**src/rtl/ber_accum.sv**
```systemverilog
// Bit-error-rate accumulator: counts bits, bit errors and words over a
// window of upstream comparator results, with sticky sync-loss and
// invalid-input flags.
module ber_accum #(
    parameter int unsigned WORD_BITS   = 13,
    parameter int unsigned LOSS_THRESH = 7,
    parameter int unsigned LOSS_RUN    = 4
) (
    input  logic        clk,
    input  logic        rst,
    input  logic        start,
    input  logic        abort,
    input  logic [15:0] window_len,
    input  logic        word_valid,
    input  logic [3:0]  err_count,
    output logic        busy,
    output logic        done,
    output logic [19:0] total_bits,
    output logic [19:0] total_errors,
    output logic [16:0] words_seen,
    output logic        sync_lost,
    output logic        err_invalid
);

    localparam int unsigned RUN_W = $clog2(LOSS_RUN + 1);
    localparam logic [3:0]       MAX_ERR = 4'(WORD_BITS);
    localparam logic [3:0]       THRESH  = 4'(LOSS_THRESH);
    localparam logic [RUN_W-1:0] RUN_MAX = RUN_W'(LOSS_RUN);

    typedef enum logic [1:0] {
        IDLE = 2'd0,
        RUN  = 2'd1,
        DONE = 2'd2
    } state_t;

    state_t           state, state_next;
    logic [16:0]      len_q, len_next;
    logic [RUN_W-1:0] run_q, run_next;
    logic [19:0]      bits_next, errs_next;
    logic [16:0]      words_next;
    logic             sync_next, inv_next;
    logic             busy_next, done_next;
    logic [3:0]       err_clamp;
    logic             err_bad;

    // Clamp out-of-range comparator results to a full-word error
    always_comb begin
        err_bad   = (err_count > MAX_ERR);
        err_clamp = err_bad ? MAX_ERR : err_count;
    end

    // Next-state and next-value logic
    always_comb begin
        state_next = state;
        len_next   = len_q;
        run_next   = run_q;
        bits_next  = total_bits;
        errs_next  = total_errors;
        words_next = words_seen;
        sync_next  = sync_lost;
        inv_next   = err_invalid;

        case (state)
            IDLE, DONE: begin
                if (start) begin
                    bits_next  = '0;
                    errs_next  = '0;
                    words_next = '0;
                    sync_next  = 1'b0;
                    inv_next   = 1'b0;
                    run_next   = '0;
                    len_next   = (window_len == 16'd0) ? 17'd65536 : {1'b0, window_len};
                    state_next = RUN;
                end
            end
            RUN: begin
                // abort wins over any word or completion in the same cycle
                if (abort) begin
                    state_next = IDLE;
                end else if (word_valid) begin
                    bits_next  = total_bits + 20'(WORD_BITS);
                    errs_next  = total_errors + 20'(err_clamp);
                    words_next = words_seen + 17'd1;
                    inv_next   = err_invalid | err_bad;
                    if (err_clamp >= THRESH) begin
                        run_next = (run_q == RUN_MAX) ? run_q : run_q + RUN_W'(1);
                    end else begin
                        run_next = '0;
                    end
                    if (run_next == RUN_MAX) begin
                        sync_next = 1'b1;
                    end
                    if (words_next == len_q) begin
                        state_next = DONE;
                    end
                end
            end
            default: state_next = IDLE;
        endcase

        busy_next = (state_next == RUN);
        done_next = (state_next == DONE);
    end

    // State, counters and registered outputs
    always_ff @(posedge clk or posedge rst) begin
        if (rst) begin
            state        <= IDLE;
            len_q        <= '0;
            run_q        <= '0;
            total_bits   <= '0;
            total_errors <= '0;
            words_seen   <= '0;
            sync_lost    <= 1'b0;
            err_invalid  <= 1'b0;
            busy         <= 1'b0;
            done         <= 1'b0;
        end else begin
            state        <= state_next;
            len_q        <= len_next;
            run_q        <= run_next;
            total_bits   <= bits_next;
            total_errors <= errs_next;
            words_seen   <= words_next;
            sync_lost    <= sync_next;
            err_invalid  <= inv_next;
            busy         <= busy_next;
            done         <= done_next;
        end
    end

endmodule

```
**config.mk**
```make
export PLATFORM = sky130hd
export DESIGN_NAME = ber_accum
export DESIGN_NICKNAME = d
export VERILOG_FILES = /design/src/rtl/ber_accum.sv
export SDC_FILE = /design/constraint.sdc
export NUM_CORES = 1
export LEC_CHECK = 0
export ABC_AREA = 1
export BUFFER_PORTS_ARGS = -buffer_cell sky130_fd_sc_hd__buf_2
export CAP_MARGIN = 20
export CORE_ASPECT_RATIO = 1.75
export CORE_MARGIN = 5
export CORE_UTILIZATION = 55
export DETAILED_ROUTE_END_ITERATION = 12
export MAX_ROUTING_LAYER = met4
export PLACE_DENSITY = 0.79
export SKIP_CTS_REPAIR_TIMING = 1
export SLEW_MARGIN = 20
export SYNTH_ARGS = -nofsm -noshare
export SYNTH_HDL_FRONTEND = slang
export SYNTH_SLANG_ARGS = --single-unit
```
**constraint.sdc**
```tcl
create_clock -name clk -period 3 [get_ports clk]
set_input_delay 0.15 -clock clk [delete_from_list [all_inputs] [get_ports clk]]
set_output_delay 0.15 -clock clk [all_outputs]
set_load 0.02 [all_outputs]
```
==> flow_summary.ini, run 1 <==
[global_routing]
total_track_usage_pct = 26.8
gr_busiest_metal = met2
globalRoute.totalOverflow = 0
use_met2_pct = 47.3
met3_usage_in_global_routing_pct = 4.93
number_of_global_route_vias_before_repair = 4640
grt_first_pass_wirelength_um = 21400
globalRouteMet1Util_pct = 27.0
pin_count_of_the_biggest_net_entering_global_routing = 42
number_of_antenna_violations_at_the_first_check_in_global_routing = 0

[placement]
dpl.cell_count = 825
io_buffers = 85
dp_hpwl_um = 9910
final_replace_weighted_congestion = 0.933

[synthesis]
count_of_state_elements_after_synthesis = 83
adder_and_majority_gate_portion_of_the_synthesized_area_pct = 2.58
synthesis.area_per_instance_um2 = 7.38
synth_compound_area_share_pct = 11.3
postSynth.topFlopCell = sky130_fd_sc_hd__dfrtp_1
synthMuxAreaShare_pct = 0
synthesis.area_mm2 = 0.00465
synth_simple_gate_area_share_pct = 31.3
total_of_warnings_raised_by_yosys = 0
synth.most_common_cell = sky130_fd_sc_hd__nand2_1
number_of_enable_type_register_cells_in_the_synthesized_netlist = 0
synthesis.nets = 664
post_synth_main_area_contributors = sky130_fd_sc_hd__dfrtp_1 45%, sky130_fd_sc_hd__nand2_1 15%, sky130_fd_sc_hd__inv_1 7.3%, sky130_fd_sc_hd__nor2_1 5.1%, sky130_fd_sc_hd__o21ai_0 4.6%
syn-instance-count = 630
ys_seq_area_share_pct = 44.6
synth.distinct_cells = 40
synth_top_area_share_pct = 44.6
synth_xor_area_share_pct = 1.43
synth_top_family_by_area = simple AND/OR/NAND/NOR gates
cell_type_with_the_highest_aggregate_area_in_the_netlist = sky130_fd_sc_hd__dfrtp_1
postSynth.asyncResetShare_pct = 100
ys_top_cells_by_count = 181 x sky130_fd_sc_hd__nand2_1, 90 x sky130_fd_sc_hd__inv_1, 83 x sky130_fd_sc_hd__dfrtp_1

[die]
core_region_area_mm2 = 0.00831
die_w_um = 79.5
fp-row-count = 44
floorplan.io_pins = 86
floorplan_die_area_mm2 = 0.0105
initial_utilization_pct = 56.0
die-height_um = 132

[setup_path]
cpLargestDelayFamily = simple AND/OR/NAND/NOR gates
timing.critical_path.buf_inv = 3
worst-path-max-fanout = 18
slowest_delay_ns = 0.44
cp-start-kind = flip-flop
endpoint_kind = flip-flop
crit_type = flip-flop to flip-flop
critPathArrivalTime_ns = 2.59
cpMaxStageDelayCell = sky130_fd_sc_hd__nor2_2
crit_chain = nand2_2, inv_2, nand2_4, inv_6, nor2_2, inv_1, nand4_1, nand2_1, nand2_1, nor2_1
number_of_cells_traversed_by_the_worst_register_to_register_path = 10
critical-path-top-cell-by-count = sky130_fd_sc_hd__nand2_1
reg2reg_slack_ns = 0.64
critical_path.reg2reg.endpoint = total_errors[18]
required_ns = 3.23
critical_path.reg2reg.startpoint = state[0]

[worst_hold_path]
min_delay_worst_endpoint = len_q[0]
holdCritStartpoint = window_len[0]
worstHoldPathType = primary input to flip-flop
whs_path_depth = 3

[route]
wl_per_cell_um = 15.3
route.vias.total = 4624
number_of_nets_still_failing_antenna_checks_after_routing = 0
drcViolationCount = 0
finalWirelength_um = 12900
route.detailed.vias_per_inst = 5.49
detailed_route_iter0_violations = 251
drt-pass1-iter-count = 5

[power_and_ir_drop]
power.density_mw_per_mm2 = 545
cellLeakagePower_uw = 0.00287
vdd_ir_drop_max_mv = 0.317

[clock_network]
cts_tree = yes
clock_buffers_created_by_tritoncts = 9
numClockSinks = 83
cts-htree-levels = 3
clk_buf_depth = 2
clock_insertion_delay_worst_skew_ns = 0.34
clk_pin_slew_worst_paths_ns = 0.06
cts.root.buffer_cell = sky130_fd_sc_hd__clkbuf_16

[finish]
area_delta_synth_final_pct = 18.8
inserted_diodes = 0
layout.cells.non_filler = 842
finish.net_count = 756
drive_above_1_share_pct = 16.4

[timing]
report.final.slew_viol_count = 0
fmax_mhz = 424
rsz0062_at_grt = no
setup_viol = 0
tightest_slew_ns = 0.683
period_minus_slack_ns = 2.36
layout_worst_path_cycle_share_pct = 78.7
slew_headroom_pct = 54.4
timing.final.hold_violations = 0
timing.setup.tns_ns = 0
skew_ns = 0.00683

[run_status]
run_status = finished clean

[job]
maxCapViolCount = 0
==> through the flow <==
stage | util [%] | hold slack, ns | instance area [um^2] | total power, uW | setup slack, ns
4_1_cts | 66.4 | -0.166 | 5520 | 3030 | 0.651
2_1_floorplan | - | 0.267 | 4650 | 1720 | 0.713
5_1_grt | 66.5 | 0.0311 | 5530 | 3150 | 0.383
3_3_place_gp | 62.9 | 0.189 | 5230 | 1910 | 0.655
6_report | 66.5 | 0.0252 | 5530 | 3010 | 0.639
3_5_place_dp | 62.9 | 0.199 | 5230 | 1930 | 0.537
==> area by class of cell <==
cell class                 instances  area (um^2)
tap                              115          144
sequential                        83         2080
timing repair buffer              94          495
multi-input combinational        442         2170
fill                             716         2790
clock inverter                     2         35.0
clock buffer                      14          254
inverter                          92          352
==> cell usage in the layout (no fill, tap or decap), types with 2 or more instances in the layout <==
cell,n
sky130_fd_sc_hd__clkbuf_16,9
sky130_fd_sc_hd__nor2_2,4
sky130_fd_sc_hd__buf_4,8
sky130_fd_sc_hd__nand3b_1,7
sky130_fd_sc_hd__buf_2,85
sky130_fd_sc_hd__nand4_1,13
sky130_fd_sc_hd__clkinv_2,2
sky130_fd_sc_hd__o21ai_0,43
sky130_fd_sc_hd__a31oi_1,4
sky130_fd_sc_hd__o22ai_1,14
sky130_fd_sc_hd__o31ai_1,2
sky130_fd_sc_hd__nor2_1,62
sky130_fd_sc_hd__a22o_1,2
sky130_fd_sc_hd__clkbuf_1,4
sky130_fd_sc_hd__nand3_1,38
sky130_fd_sc_hd__inv_2,2
sky130_fd_sc_hd__dfrtp_1,83
sky130_fd_sc_hd__a21oi_1,25
sky130_fd_sc_hd__xor2_1,4
sky130_fd_sc_hd__nor3_1,10
sky130_fd_sc_hd__inv_1,88
sky130_fd_sc_hd__nor4_1,9
sky130_fd_sc_hd__ha_1,8
sky130_fd_sc_hd__nand2_1,181
==> how the worst max path moves through the flow <==
stage | start | to | slack [ns] | cells past startpoint
after global placement | err_count[1] | total_errors[17] | 0.65 | 19
after CTS | total_errors[2] | total_errors[17] | 0.65 | 13
after global routing | total_errors[2] | total_errors[17] | 0.38 | 13
after detailed placement | err_count[3] | total_errors[17] | 0.54 | 19
final | state[0] | total_errors[18] | 0.64 | 10
after floorplan | rst | busy | 0.71 | 1
==> report_power, final <==
part	switching, uW	leakage, uW	internal [uW]	total, uW
sequential	101	0.00112	1220	1320
combinational	387	0.00161	204	591
clock	432	0.000141	668	1100
==> worst register-to-register path, stage by stage, from the launching register on <==
cell and delay (ns):
sky130_fd_sc_hd__dfrtp_1 0.42, sky130_fd_sc_hd__nand2_2 0.14, sky130_fd_sc_hd__inv_2 0.07, sky130_fd_sc_hd__nand2_4 0.20
sky130_fd_sc_hd__inv_6 0.10, sky130_fd_sc_hd__nor2_2 0.44, sky130_fd_sc_hd__inv_1 0.37, sky130_fd_sc_hd__nand4_1 0.28
sky130_fd_sc_hd__nand2_1 0.08, sky130_fd_sc_hd__nand2_1 0.08, sky130_fd_sc_hd__nor2_1 0.06
==> registers in the layout (all words and copies together), names as in the netlist <==
name	count
err_invalid	1
len_q	17
run_q	3
state	2
total_bits	20
sync_lost	1
words_seen	17
busy	1
total_errors	20
done	1
==> per-layer routing <==
layer  vias up  part of all wire [%]
met1      2193                    35
met5         -                     0
li1       2238                     -
met3        52                   4.4
met2       141                    55
met4         0                   4.8
==> logic make-up after synthesis <==
family / Yosys count
adders and majority gates: 9
and+or+nand+nor: 332
DFF: 83
xor gates and xnor gates: 6
buffers and inverters: 105
AOI/OAI and AO/OA: 95
(Power assumes the default switching activity.)
==> run 2: changes to the inputs <==
==> constraint.sdc (replaced) <==
create_clock -name clk -period 2.4 [get_ports clk]
set_input_delay 0.12 -clock clk [delete_from_list [all_inputs] [get_ports clk]]
set_output_delay 0.12 -clock clk [all_outputs]
set_load 0.02 [all_outputs]
==> flow_summary.ini, run 2 (synthesis gave the netlist of run 1 again) <==
[clock_network]
cts_tree = yes
cts-htree-levels = 3
numClockSinks = 83
clock_buffers_created_by_tritoncts = 9
cts.root.buffer_cell = sky130_fd_sc_hd__clkbuf_16
clk_pin_slew_worst_paths_ns = 0.06
clock_insertion_delay_worst_skew_ns = 0.34
clk_buf_depth = 2

[die]
initial_utilization_pct = 56.0
die-height_um = 132
die_w_um = 79.5
floorplan_die_area_mm2 = 0.0105
fp-row-count = 44
core_region_area_mm2 = 0.00831
floorplan.io_pins = 86

[timing]
hold_slack_ns = -0.00354
fin_ws_ns = 0.188
timing.setup.tns_ns = 0
rsz0062_at_grt = no
report.final.slew_viol_count = 0
layout_worst_path_cycle_share_pct = 92.2
setup_viol = 0
fmax_mhz = 452
skew_ns = 0.00557
tightest_slew_ns = 0.728
period_minus_slack_ns = 2.21
slew_headroom_pct = 51.4
timing.final.hold_violations = 3

[setup_path]
cpMaxStageDelayCell = sky130_fd_sc_hd__dfrtp_1
slowest_delay_ns = 0.44
cpLargestDelayFamily = simple AND/OR/NAND/NOR gates
worst-path-max-fanout = 4
crit_type = flip-flop to flip-flop
crit_chain = ha_4, nand3_1, nand3_1, nand2_1, nand2_1, nand3_2, nor3_4, buf_4, nand2_1, nor2_1, o21ai_0, a21oi_1
cp-start-kind = flip-flop
reg2reg_slack_ns = 0.19
required_ns = 2.66
endpoint_kind = flip-flop
critical_path.reg2reg.startpoint = total_errors[2]
timing.critical_path.buf_inv = 1
critical-path-top-cell-by-count = sky130_fd_sc_hd__nand2_1
critPathArrivalTime_ns = 2.47
number_of_cells_traversed_by_the_worst_register_to_register_path = 12
critical_path.reg2reg.endpoint = total_errors[11]

[finish]
multi_input_area_mm2 = 0.00220
design_area_mm2 = 0.00560
inserted_diodes = 0
area_delta_synth_final_pct = 20.3
filler_cell_count_in_the_final_layout = 732
most-common-layout-cells = 181 x sky130_fd_sc_hd__nand2_1, 88 x sky130_fd_sc_hd__inv_1, 85 x sky130_fd_sc_hd__buf_2, 83 x sky130_fd_sc_hd__dfrtp_1, 60 x sky130_fd_sc_hd__nor2_1
layout.cells.most_common = sky130_fd_sc_hd__nand2_1
finish.net_count = 761
layout.area.seq_mm2 = 0.00208
largest_registers_ranked_by_flip_flop_count = total_bits: 20 flops, total_errors: 20 flops
drive_above_1_share_pct = 17.8

[worst_hold_path]
worstHoldPathType = primary input to flip-flop
holdCritStartpoint = window_len[5]
whs_path_depth = 3
min_delay_worst_endpoint = len_q[5]

[run_status]
failed_checks = hold timing
run_status = complete, but fails checks

[global_routing]
globalRoute.totalOverflow = 0
number_of_global_route_vias_before_repair = 4594
grt_first_pass_wirelength_um = 20900
number_of_antenna_violations_at_the_first_check_in_global_routing = 0
total_track_usage_pct = 25.9
pin_count_of_the_biggest_net_entering_global_routing = 41

[route]
wl_per_cell_um = 15.1
drt-pass1-iter-count = 4
drcViolationCount = 0
route.detailed.vias_per_inst = 5.44
route.vias.total = 4610
detailed_route_iter0_violations = 250
number_of_nets_still_failing_antenna_checks_after_routing = 0
finalWirelength_um = 12800

[power_and_ir_drop]
comb_power_share_pct = 20.6
vdd_ir_drop_max_mv = 0.604
p_sw_share_pct = 31.3
netSwitchingPower_uw = 1160
power.share.clock_pct = 34.9
intPower_uw = 2560
cellLeakagePower_uw = 0.00291
power.density_mw_per_mm2 = 665
pwr-share-seq_pct = 44.5

[placement]
preCtsSetupSlack_ns = 0.00715
final_replace_weighted_congestion = 0.927
io_buffers = 85
postPlaceCellArea_mm2 = 0.00527
dp_hpwl_um = 9740

[job]
maxCapViolCount = 0
[run 2: changes by cell type in the layout (fill, tap and decap cells not counted), sizes merged]
| cell | previous run | this run |
|---|---|---|
| bufinv | 1 | 0 |
| clkinv | 2 | 3 |
| buf | 93 | 98 |
[run 2: layer usage]
metal	track usage (%)	wire length [um]	up-vias
li1	-	-	2243
met1	26.3	4660	2179
met2	46.0	6970	148
met3	4.25	566	40
met4	14.0	599	0
met5	-	0	-
[run 2: how the worst max path moves through the flow]
stage                               start               end  slack (ns)  depth (start not counted)
after floorplan                       rst              busy        0.14                          1
after global placement       err_count[1]  total_errors[17]        0.18                         19
after detailed placement     err_count[1]  total_errors[17]       0.007                         19
after CTS                 total_errors[2]  total_errors[17]        0.12                         13
after global routing        words_seen[0]              done        0.02                         13
final                     total_errors[2]  total_errors[11]        0.19                         12
[run 2: area by class of cell]
class | instances | area share [%]
repair buffers | 99 | 9.75
clock inverters | 2 | 0.179
well taps | 115 | 2.57
clock buffers | 14 | 4.72
inverters | 92 | 6.28
multi-input cells | 442 | 39.4
flip-flops and latches | 83 | 37.1
[run 2: per-stage QoR]
step / instances / utilization [%] / total power [uW]
final: 847 / 67.3 / 3720
after global routing: 847 / 67.3 / 3910
after CTS: 845 / 66.7 / 3730
after detailed placement: 829 / 63.4 / 2420
after global placement: 829 / 63.4 / 2400
after floorplan: 630 / - / 2160
[run 2: worst register-to-register path: cells and delay by family, from the launching register on]
| family | cells | cell delay [ns] |
|---|---|---|
| buffers and inverters | 1 | 0.15 |
| AOI/OAI and AO/OA | 2 | 0.23 |
| DFF | 1 | 0.44 |
| and+or+nand+nor | 8 | 1.00 |
| adders and majority gates | 1 | 0.31 |
[run 2: power groups by stage]
| stage | Combinational [uW] | Sequential, uW | Clock, uW |
|---|---|---|---|
| 5_1_grt | 854 | 1670 | 1390 |
| 6_report | 767 | 1650 | 1300 |
| 3_5_place_dp | 751 | 1670 | 0 |
| 4_1_cts | 756 | 1650 | 1320 |
| 2_1_floorplan | 428 | 1730 | 0 |
| 3_3_place_gp | 732 | 1670 | 0 |
